File: config.mk
export PLATFORM = sky130hd
export DESIGN_NAME = seg7_scan
export DESIGN_NICKNAME = d
export VERILOG_FILES = /design/src/rtl/seg7_scan.sv
export SDC_FILE = /design/constraint.sdc
export NUM_CORES = 1
export LEC_CHECK = 0
export CAP_MARGIN = 30
export CORE_UTILIZATION = 45
export DETAILED_ROUTE_END_ITERATION = 8
export HOLD_SLACK_MARGIN = 0.1
export PLACE_DENSITY_LB_ADDON = 0.1
export REMOVE_ABC_BUFFERS = 1
export SYNTH_ARGS = -nofsm -noshare
export SYNTH_HDL_FRONTEND = slang
export SYNTH_SLANG_ARGS = --single-unit
File: constraint.sdc
create_clock -name Clock -period 4.9 [get_ports Clock]
set_clock_uncertainty 0.05 [all_clocks]
set_input_delay 0.49 -clock Clock [delete_from_list [all_inputs] [get_ports Clock]]
set_output_delay 0.49 -clock Clock [all_outputs]
set_load 0.1 [all_outputs]
File: src/rtl/seg7_scan.sv
// seg7_scan -- four-digit time-multiplexed scan controller for a common-anode
// display, feeding a downstream hex-to-7-segment decoder.
//
// Ports:
//   Clock        in   system clock, rising edge
//   Resetn       in   asynchronous active-low reset
//   value[15:0]  in   four hex digits, [3:0] is digit 0 (rightmost)
//   load         in   one-cycle strobe, captures value into the pending register
//   lz_suppress  in   1 = blank leading zero digits (digit 0 always shown)
//   enable       in   1 = scan runs, 0 = freeze position and go dark
//   hex[3:0]     out  nibble of the presented digit, for the decoder
//   an_n[3:0]    out  active-low digit enables, an_n[i] drives digit i
//   digit[1:0]   out  index of the presented digit
//   frame_tick   out  one-cycle pulse after each completed frame
//
// Each digit owns DIV cycles; the first BLANK cycles of a slot are dark to
// stop the previous digit ghosting. The displayed value only changes at frame
// boundaries so a frame never mixes old and new digits.
module seg7_scan #(
  parameter int DIV   = 100000,
  parameter int BLANK = 1000
) (
  input  logic        Clock,
  input  logic        Resetn,
  input  logic [15:0] value,
  input  logic        load,
  input  logic        lz_suppress,
  input  logic        enable,
  output logic [3:0]  hex,
  output logic [3:0]  an_n,
  output logic [1:0]  digit,
  output logic        frame_tick
);

  localparam int CW = (DIV > 1) ? $clog2(DIV) : 1;
  localparam logic [CW-1:0] CNT_LAST = CW'(DIV - 1);

  logic [CW-1:0] cnt_p0;
  logic [1:0]    dig_p0;
  logic [15:0]   pending_p0;
  logic [15:0]   shown_p0;

  logic slot_end;
  logic frame_end;
  logic lit_window;
  logic suppressed;
  logic lit;

  // Digit d is a leading zero when it and every more significant nibble is 0.
  function automatic logic lz_blank(input logic [15:0] v, input logic [1:0] d);
    logic z;
    case (d)
      2'd0:    z = 1'b0;
      2'd1:    z = (v[15:4] == 12'h000);
      2'd2:    z = (v[15:8] == 8'h00);
      default: z = (v[15:12] == 4'h0);
    endcase
    return z;
  endfunction

  function automatic logic [3:0] nibble(input logic [15:0] v, input logic [1:0] d);
    return v[{d, 2'b00} +: 4];
  endfunction

  function automatic logic [3:0] one_cold(input logic [1:0] d);
    return ~(4'b0001 << d);
  endfunction

  assign slot_end  = enable && (cnt_p0 == CNT_LAST);
  assign frame_end = slot_end && (dig_p0 == 2'd3);

  generate
    if (BLANK == 0) begin : g_noblank
      assign lit_window = 1'b1;
    end else begin : g_blank
      assign lit_window = (cnt_p0 >= CW'(BLANK));
    end
  endgenerate

  assign suppressed = lz_suppress && lz_blank(shown_p0, dig_p0);
  assign lit        = enable && lit_window && !suppressed;

  // Stage 0: scan position and value registers.
  // Stage 1: registered decode of the stage-0 state onto the outputs.
  always_ff @(posedge Clock or negedge Resetn) begin
    if (!Resetn) begin
      cnt_p0     <= '0;
      dig_p0     <= 2'd0;
      pending_p0 <= 16'h0000;
      shown_p0   <= 16'h0000;
      hex        <= 4'h0;
      an_n       <= 4'hF;
      digit      <= 2'd0;
      frame_tick <= 1'b0;
    end else begin
      if (load)
        pending_p0 <= value;
      // A load on the boundary edge itself bypasses pending so it is not
      // delayed by a whole frame.
      if (frame_end)
        shown_p0 <= load ? value : pending_p0;
      if (enable) begin
        if (slot_end) begin
          cnt_p0 <= '0;
          dig_p0 <= dig_p0 + 2'd1;
        end else begin
          cnt_p0 <= cnt_p0 + CW'(1);
        end
      end

      hex        <= nibble(shown_p0, dig_p0);
      an_n       <= lit ? one_cold(dig_p0) : 4'hF;
      digit      <= dig_p0;
      frame_tick <= frame_end;
    end
  end

endmodule

# ---- Yosys cells after proc, flatten, opt, wreduce, memory -nomap -nowiden
# Index checks and enable logic that the tools add are counted.
# W data, S select, Z words.
dict set report totals {
  ram_bits 0
  register_bits 62
  romBits 0
  latchBits 0
  output_inout_bits 11
  n_memories 0
}
dict set report classes {
  bitwise_logic 1
  order_cmp 1
  eq_ne 4
  muxes 4
  n_reduce_logical 11
  n_shift 2
  addsub 2
  mul 0
  n_div 0
}
# cell count
set op_table {}
lappend op_table {{$add A17 B1 Y17 const B} 1}
lappend op_table {{$eq A17 B17 Y1 const B} 1}
lappend op_table {{$ge A17 B10 Y1 const B} 1}
lappend op_table {{$mux W17} 1}
lappend op_table {{$mux W16} 1}
lappend op_table {{$shiftx A16 B5 Y4} 1}
lappend op_table {{$logic_not A12 Y1} 1}
lappend op_table {{$logic_not A8 Y1} 1}
lappend op_table {{$logic_and A1 B1 Y1} 5}
lappend op_table {{$eq A2 B2 Y1 const B} 2}
lappend op_table {{$logic_not A4 Y1} 1}
lappend op_table {{$mux W4} 1}
lappend op_table {{$not A4 Y4} 1}
lappend op_table {{$shl A1 B2 Y4 const A} 1}
lappend op_table {{$pmux W1 S3} 1}
lappend op_table {{$add A2 B1 Y2 const B} 1}
lappend op_table {{$eq A2 B1 Y1 const B} 1}
lappend op_table {{$logic_not A2 Y1} 1}
lappend op_table {{$reduce_and A2 Y1} 1}
lappend op_table {{$logic_not A1 Y1} 1}

# ---- Logic depth before layout (Yosys ltp)
# Gate-level depths: netlist of run 1.
dict set report logic_depth {
  ltp_word 6
  depth_mapped 6
}

# ---- Worst setup path before layout of run 1
# Ideal clock, no wire load.
dict set report synth_timing {
  path_type {input-to-reg}
  from {input port enable}
  to {register shown_p0[10]}
  setup_ns 0.125
  required_ns 4.725
  path_buffers 2
  arrival_ns 2.261
  path_slack_ns 2.464
  stages 6
  cell_sequence {clkbuf_1 > nand4_1 > or3_1 > nor3_4 > buf_12 > mux2_4}
}
dict set report synth_between {
  elab_chain_len 2
}
# element line
set synth_lines {}
lappend synth_lines {{start, declared} 28} ;# input logic enable,
lappend synth_lines {{$logic_and A1 B1 Y1} 69} ;# assign slot_end = enable && (cnt_p0 == CNT_LAST);
lappend synth_lines {{$logic_and A1 B1 Y1} 70} ;# assign frame_end = slot_end && (dig_p0 == 2'd3);
lappend synth_lines {{end signal, assigned} 101} ;# shown_p0 <= load ? value : pending_p0;
lappend synth_lines {{end, declared} 41} ;# logic [15:0] shown_p0;
# No other way between the ends.
# A chain may end at the register's enable or synchronous reset.

# ---- Worst setup path in the final report of run 1
dict set report layout_timing {
  from {input port enable}
  to {register shown_p0[0]}
}
# The elaborated chain is that of the path after synthesis.

==> metrics.yaml, run 1 <==
half_perimeter_wire_length_of_the_detailed_placement_result_um: 3550
floorplan.initialDensity_pct: 48.0
p_sw_mw: 0.275
power.combinational.fraction_pct: 9.6
fmaxAchievable_ghz: 0.330
ctsRootBufferMaster: "sky130_fd_sc_hd__clkbuf_8"
grt_max_degree: 63
synthToLayoutAreaGrowth_pct: 19.8
fp.dieW_um: 79.8
numCtsBuffers: 9
report.final.setup_viol: 0
max_slew.worst_pin.slew_ps: 966
final.setup.tns_ps: 0
wire_length_of_the_first_global_routing_pass_um: 8690
cts-hold-fix-buffers: 0
cp_top_family: "simple AND/OR/NAND/NOR gates"
num_io_pins: 32
drtAntennaViolNets: 0
p_per_area_nw_per_um2: 345
post_synth.cell_area_avg_um2: 13.8
io_buffer_count: 31
drt_first_pass_iters: 4
dieArea_um2: 6370
power_switching_share_pct: 24.4
clock_tree.buffer_depth: 2
worstSkewPairLatency_ps: 340
max-cap-violations: 0
dr_total_vias: 1683
timing.critical_path.fanout_max: 16
finalWirelength_um: 5120
final_nets: 262
multi_input_comb_area_um2: 1100
synthCells: 198
clock_sink_count: 62
synth_edf_count: 0
drt_iter0_markers: 75
r2r_setup_slack_ps: 2010
hold_path.class: "input port to asynchronous set/reset pin"
intPower_mw: 0.851
vias_per_cell: 5.41
final.setup.worst_slack_ps: 1870
cp_slowest_stage_delay_ps: 780
finalCritPeriodShare_pct: 61.8
hold_violation_total_from_the_final_report: 0
worst_supply_voltage_drop_on_vdd_mv: 0.180
worstPathArrival_ps: 3200
cts_repair_resize_count: 0
crit_path_cell_trace: "clkdlybuf4s50_1 -> nand4_1 -> or3_1 -> nor3_4 -> mux2_2"
critPathKind: "input port to flop"
yosysWarnings: 0
syn-cell-area_um2: 2730
rsz0062_at_grt: "no"
synth_sequential_area_ratio_pct: 57.1
grt-ovfl-total: 0
dieHeight_um: 79.8
cp_slowest_cell: "sky130_fd_sc_hd__nor3_4"
worstSetupStartpoint: "enable"
slew_viol_final: 0
tritoncts: "yes"
worstPathBufferInverterCount: 1
timing.rr.start: "cnt_p0[13]"
start_kind: "input port"
routed_wire_length_per_instance_um: 16.5
pre_cts_slack_ps: 1540
final.fill_count: 460
synthDistinctLibCells: 36
finalCriticalPeriod_ps: 3030
crit_required_ps: 5080
synth-main-ff-cell: "sky130_fd_sc_hd__dfrtp_1"
design.core.area_um2: 5680
clockPowerShare_pct: 38.9
register_area_um2: 1560
gr-usage-all-layers_pct: 18.9
synth-async-reset-ratio_pct: 100
power.total_mw: 1.13
clk_pin_slew_worst_paths_ps: 70
drive_above_1_share_pct: 25.1
htreeDepth: 3
first_global_vias: 1757
drt_drc_violations_left: 0
layout_common_cells: "sky130_fd_sc_hd__dfrtp_1 (58), sky130_fd_sc_hd__clkdlybuf4s50_1 (30), sky130_fd_sc_hd__mux2_2 (23)"
final_common_cell: "sky130_fd_sc_hd__dfrtp_1"
gpl.final_weighted_congestion: 0.886
setup.worst_path.end_class: "flop"
static_leakage_nw: 1.45
postSynthRegisterBits: 62
std_cell_rows: 27
seq_power_share_pct: 51.5
slew-limit-headroom_pct: 35.4
status: "finished clean"
antenna-diode-count: 0
antenna_found_initial: 0
post-cts-setup-buffer-count: 0
-- synthesized netlist by cell type (2+ instances only) --
| library cell | instances | share of area (%) |
|---|---|---|
| sky130_fd_sc_hd__mux2_2 | 23 | 9.5 |
| sky130_fd_sc_hd__o21ai_0 | 2 | 0.37 |
| sky130_fd_sc_hd__ha_1 | 7 | 3.2 |
| sky130_fd_sc_hd__xnor2_1 | 8 | 2.6 |
| sky130_fd_sc_hd__mux2i_1 | 2 | 0.73 |
| sky130_fd_sc_hd__xor2_1 | 6 | 1.9 |
| sky130_fd_sc_hd__dfrtp_1 | 58 | 53 |
| sky130_fd_sc_hd__clkbuf_1 | 5 | 0.69 |
| sky130_fd_sc_hd__dfstp_2 | 4 | 3.9 |
| sky130_fd_sc_hd__mux2_4 | 10 | 5.5 |
| sky130_fd_sc_hd__o41ai_1 | 2 | 0.64 |
| sky130_fd_sc_hd__mux4_2 | 4 | 3.3 |
| sky130_fd_sc_hd__and4_1 | 2 | 0.64 |
| sky130_fd_sc_hd__nand2_1 | 10 | 1.4 |
| sky130_fd_sc_hd__nor3_1 | 3 | 0.55 |
| sky130_fd_sc_hd__inv_1 | 5 | 0.69 |
| sky130_fd_sc_hd__nand4_1 | 5 | 1.1 |
| sky130_fd_sc_hd__nor2_1 | 12 | 1.7 |
| sky130_fd_sc_hd__and3_1 | 2 | 0.46 |
| sky130_fd_sc_hd__or3_1 | 2 | 0.46 |
| sky130_fd_sc_hd__nor4_1 | 4 | 0.92 |
| sky130_fd_sc_hd__nand3_1 | 8 | 1.5 |
-- path summary, 6_finish.rpt --
check | to | cells past startpoint
min in group Clock | pending_p0[2] | 1
max reg2reg | shown_p0[0] | 4
max | shown_p0[0] | 5
max in group asynchronous | frame_tick | 2
min reg2reg | pending_p0[2] | 1
min | hex[0] | 2
-- stage by stage --
stage               cell area (um2)  std cells  utilization, %  hold WS, ps
detailed placement             3080        295            54.3          438
finish                         3270        311            57.6          262
floorplan                      2680        191               -          144
global route                   3270        311            57.6          320
CTS                            3270        311            57.6          275
global placement               3080        295            54.3          431
-- flip-flops by register name (all words and copies together), names as in the netlist --
| register | flops |
|---|---|
| shown_p0 | 16 |
| pending_p0 | 16 |
| digit | 2 |
| an_n | 4 |
| hex | 4 |
| cnt_p0 | 17 |
| dig_p0 | 2 |
| frame_tick | 1 |
-- worst reg2reg max path, cell delays in order, from the launching register on --
cell	delay [ps]
sky130_fd_sc_hd__dfrtp_1	420
sky130_fd_sc_hd__or4_4	580
sky130_fd_sc_hd__or4b_4	570
sky130_fd_sc_hd__nor3_4	720
sky130_fd_sc_hd__mux2_2	430
-- layer usage --
layer  global-route usage, %  wire length (um)  vias up
met1                    24.3              2350      844
met4                    9.64               131        0
met2                    28.7              2400       52
met5                       0                 0        -
li1                        -                 -      775
met3                    5.83               240       12
-- cell families after synthesis --
family,Yosys count,synth area share [%]
AOI/OAI and AO/OA,8,1.97
and+or+nand+nor,56,11.7
buffers and inverters,12,2.52
xor gates and xnor gates,14,4.50
DFF,62,57.1
adders and majority gates,7,3.21
muxes,39,19.0
-- power groups by stage --
stage                     Clock, mW  Sequential (mW)  Combinational [mW]
after floorplan                   0            0.579              0.0666
after global placement            0            0.586               0.103
after detailed placement          0            0.588               0.108
after CTS                     0.447            0.579               0.110
after global routing          0.470            0.584               0.118
final                         0.438            0.580               0.108
-- layout make-up --
cell class	count	share of cell area, %
clock buffer	14	4.67
clock inverter	2	1.07
inverter	5	0.574
multi-input combinational	124	33.7
sequential	62	47.6
tap	72	2.76
timing repair buffer	32	9.57
Power figures use the tool's default switching activity.
==> run 2, diff against run 1 <==
==> constraint.sdc (replaced) <==
create_clock -name Clock -period 2.5 [get_ports Clock]
set_clock_uncertainty 0.05 [all_clocks]
set_input_delay 0.25 -clock Clock [delete_from_list [all_inputs] [get_ports Clock]]
set_output_delay 0.25 -clock Clock [all_outputs]
set_load 0.1 [all_outputs]
==> run 2 against run 1 <==
  * Utilization is 2.1 points higher
  * Count of clock-buffer cells in the layout is 1 higher
  * Routed wire length is 2.7% lower
  * Cell count is 4.2% higher
  * Power is 100% higher
  * Global-route usage is 0.71 points lower
  * Register-to-register slack worse by 1900 ps
  * Worst hold slack worse by 70 ps
  * Via count is 0.24% lower
  * Setup slack worse by 1800 ps
  * Largest cell class unchanged
  * Largest power group unchanged
  * Highest routed layer unchanged
==> metrics.yaml, run 2 (same netlist as run 1, synthesis figures left out) <==
status: "finished clean"
design.core.area_um2: 5680  # unchanged
fp.dieW_um: 79.8  # unchanged
cp_top_family: "simple AND/OR/NAND/NOR gates"
max-cap-violations: 0  # unchanged
htreeDepth: 3  # unchanged
hold_violation_total_from_the_final_report: 0  # unchanged
floorplan.initialDensity_pct: 48.0  # unchanged
finalWirelength_um: 4980  # -2.7%
wire_length_of_the_first_global_routing_pass_um: 8370  # -3.7%
cp_slowest_cell: "sky130_fd_sc_hd__or4b_4"
grt_max_degree: 46  # -27%
timing.rr.start: "cnt_p0[14]"
r2r_setup_slack_ps: 100  # -1910 ps
crit_path_cell_trace: "or4_4 -> or4b_4 -> nor3_4 -> buf_12 -> mux2_2"
antenna_found_initial: 0  # unchanged
p_sw_mw: 0.550  # +100%
number_of_flip_flops_in_the_largest_register: 17  # unchanged
slew_viol_final: 0  # unchanged
clockPowerShare_pct: 40.2  # +1.3 points
dr_total_vias: 1679  # -0.24%
power.combinational.fraction_pct: 9.9  # +0.3 points
worstSetupStartpoint: "cnt_p0[14]"
routed_wire_length_per_instance_um: 15.4  # -6.6%
crit-reg2reg-capture: "shown_p0[2]"
timing.reg2reg.worst_path_depth: 5  # +1
tritoncts: "yes"
intPower_mw: 1.73  # +100%
fmaxAchievable_ghz: 0.417
place.detailed.instances: 306  # +3.7%
clk_pin_slew_worst_paths_ps: 70  # about the same
drt_iter0_markers: 74  # -1.3%
power_switching_share_pct: 24.1  # -0.35 points
setup.worst_path.end_class: "flop"
finalNonFillerCells: 324  # +4.2%
half_perimeter_wire_length_of_the_detailed_placement_result_um: 3540  # -0.23%
worstPathBufferInverterCount: 1  # unchanged
worstSkewPairLatency_ps: 340  # about the same
final_common_cell: "sky130_fd_sc_hd__dfrtp_1"
cp_slowest_stage_delay_ps: 570  # -210 ps
num_io_pins: 32  # unchanged
layout_top_registers: "cnt_p0 (17), pending_p0 (16), shown_p0 (16)"
drtAntennaViolNets: 0  # unchanged
final.fill_count: 457  # -0.65%
ctsRootBufferMaster: "sky130_fd_sc_hd__clkbuf_8"
worst_supply_voltage_drop_on_vdd_mv: 0.332  # +84%
io_buffer_count: 31  # unchanged
antenna-diode-count: 0  # unchanged
static_leakage_nw: 1.54  # +6.3%
numCtsBuffers: 9  # unchanged
drt_first_pass_iters: 4  # unchanged
timing.critical_path.fanout_max: 16  # unchanged
post_route_utilization_pct: 59.6  # +2.1 points
seq_power_share_pct: 49.9  # -1.6 points
dieArea_um2: 6370  # unchanged
worstPathArrival_ps: 2570  # -630 ps
first_global_vias: 1679  # -4.4%
gpl.final_weighted_congestion: 0.798  # -9.9%
drive_above_1_share_pct: 33.3  # +8.2 points
start_kind: "flop"
post-cts-setup-buffer-count: 0  # unchanged
critPathKind: "flop to flop"
rsz0062_at_grt: "no"
dieHeight_um: 79.8  # unchanged
critPathCapture: "shown_p0[2]"
crit_required_ps: 2670  # -2410 ps
final_nets: 275  # +5.0%
report.final.setup_viol: 0  # unchanged
largest_register: "cnt_p0"
drt_drc_violations_left: 0  # unchanged
vias_per_cell: 5.18  # -4.2%
grt-ovfl-total: 0  # unchanged
finalCritPeriodShare_pct: 95.9
hold_path.class: "input port to asynchronous set/reset pin"
gr-usage-all-layers_pct: 18.2  # -0.71 points
p_per_area_nw_per_um2: 675  # +96%
slew-limit-headroom_pct: 76.8  # +41 points
std_cell_rows: 27  # unchanged
clock_tree.buffer_depth: 2  # unchanged
layout_common_cells: "sky130_fd_sc_hd__dfrtp_1 (58), sky130_fd_sc_hd__mux2_2 (23), sky130_fd_sc_hd__buf_4 (22)"
finalCriticalPeriod_ps: 2400
timing.critical_path.depth: 5  # unchanged
synthToLayoutAreaGrowth_pct: 24.1
max_slew.worst_pin.slew_ps: 347  # -619 ps
clock_sink_count: 62  # unchanged
[run 2: repair_timing]
action | in CTS | in global routing
hold buffers | 1 | 0
hold endpoints to repair | 39 | 0
gates resized for setup | 0 | 0
[run 2: worst min-delay path by stage]
stage | start | endpoint | slack [ps] | cells after the start
after global routing | Resetn | pending_p0[1] | 190 | 2
final | Resetn | pending_p0[1] | 190 | 2
after floorplan | Resetn | cnt_p0[0] | -100 | 0
after detailed placement | Resetn | pending_p0[1] | 410 | 1
after global placement | Resetn | pending_p0[1] | 380 | 1
after CTS | pending_p0[3] | pending_p0[3] | 450 | 1
[run 2: worst reg2reg max path, stage by stage, from the launching register on]
cell                      delay, ps
sky130_fd_sc_hd__dfrtp_1        410
sky130_fd_sc_hd__or4_4          540
sky130_fd_sc_hd__or4b_4         570
sky130_fd_sc_hd__nor3_4         170
sky130_fd_sc_hd__buf_12         190
sky130_fd_sc_hd__mux2_2         350
[run 2: cell type report]
cell class / count / area (um2) / area share (%)
well taps: 72 / 90.1 / 2.66
clock inverters: 1 / 30.0 / 0.888
multi-input cells: 124 / 1100 / 32.5
inverters: 5 / 18.8 / 0.555
flip-flops and latches: 62 / 1560 / 46.0
repair buffers: 45 / 410 / 12.1
clock buffers: 15 / 176 / 5.21
[run 2: per-layer routing]
metal,GRT usage (%),share of wire (%)
met1,25.2,48
met2,26.0,45
met3,5.49,5.2
met4,8.57,2.2
met5,0,0
[run 2: power by group through the flow]
stage / sequential (mW) / clock, mW / combinational [mW]
floorplan: 1.13 / 0 / 0.131
CTS: 1.14 / 0.938 / 0.227
detailed placement: 1.16 / 0 / 0.219
global placement: 1.15 / 0 / 0.204
finish: 1.14 / 0.917 / 0.226
global route: 1.15 / 0.987 / 0.250
[run 2: metrics by stage]
step / instance area [um2] / total power [mW] / worst slack (ps) / setup TNS, ps / hold slack, ps
3_5_place_dp: 3150 / 1.38 / 109 / 0 / 410
2_1_floorplan: 2680 / 1.27 / -146 / -1790 / -95.6
6_report: 3380 / 2.28 / 102 / 0 / 192
4_1_cts: 3360 / 2.30 / 96.1 / 0 / 452
3_3_place_gp: 3150 / 1.35 / 153 / 0 / 382
5_1_grt: 3380 / 2.39 / 48.0 / 0 / 195
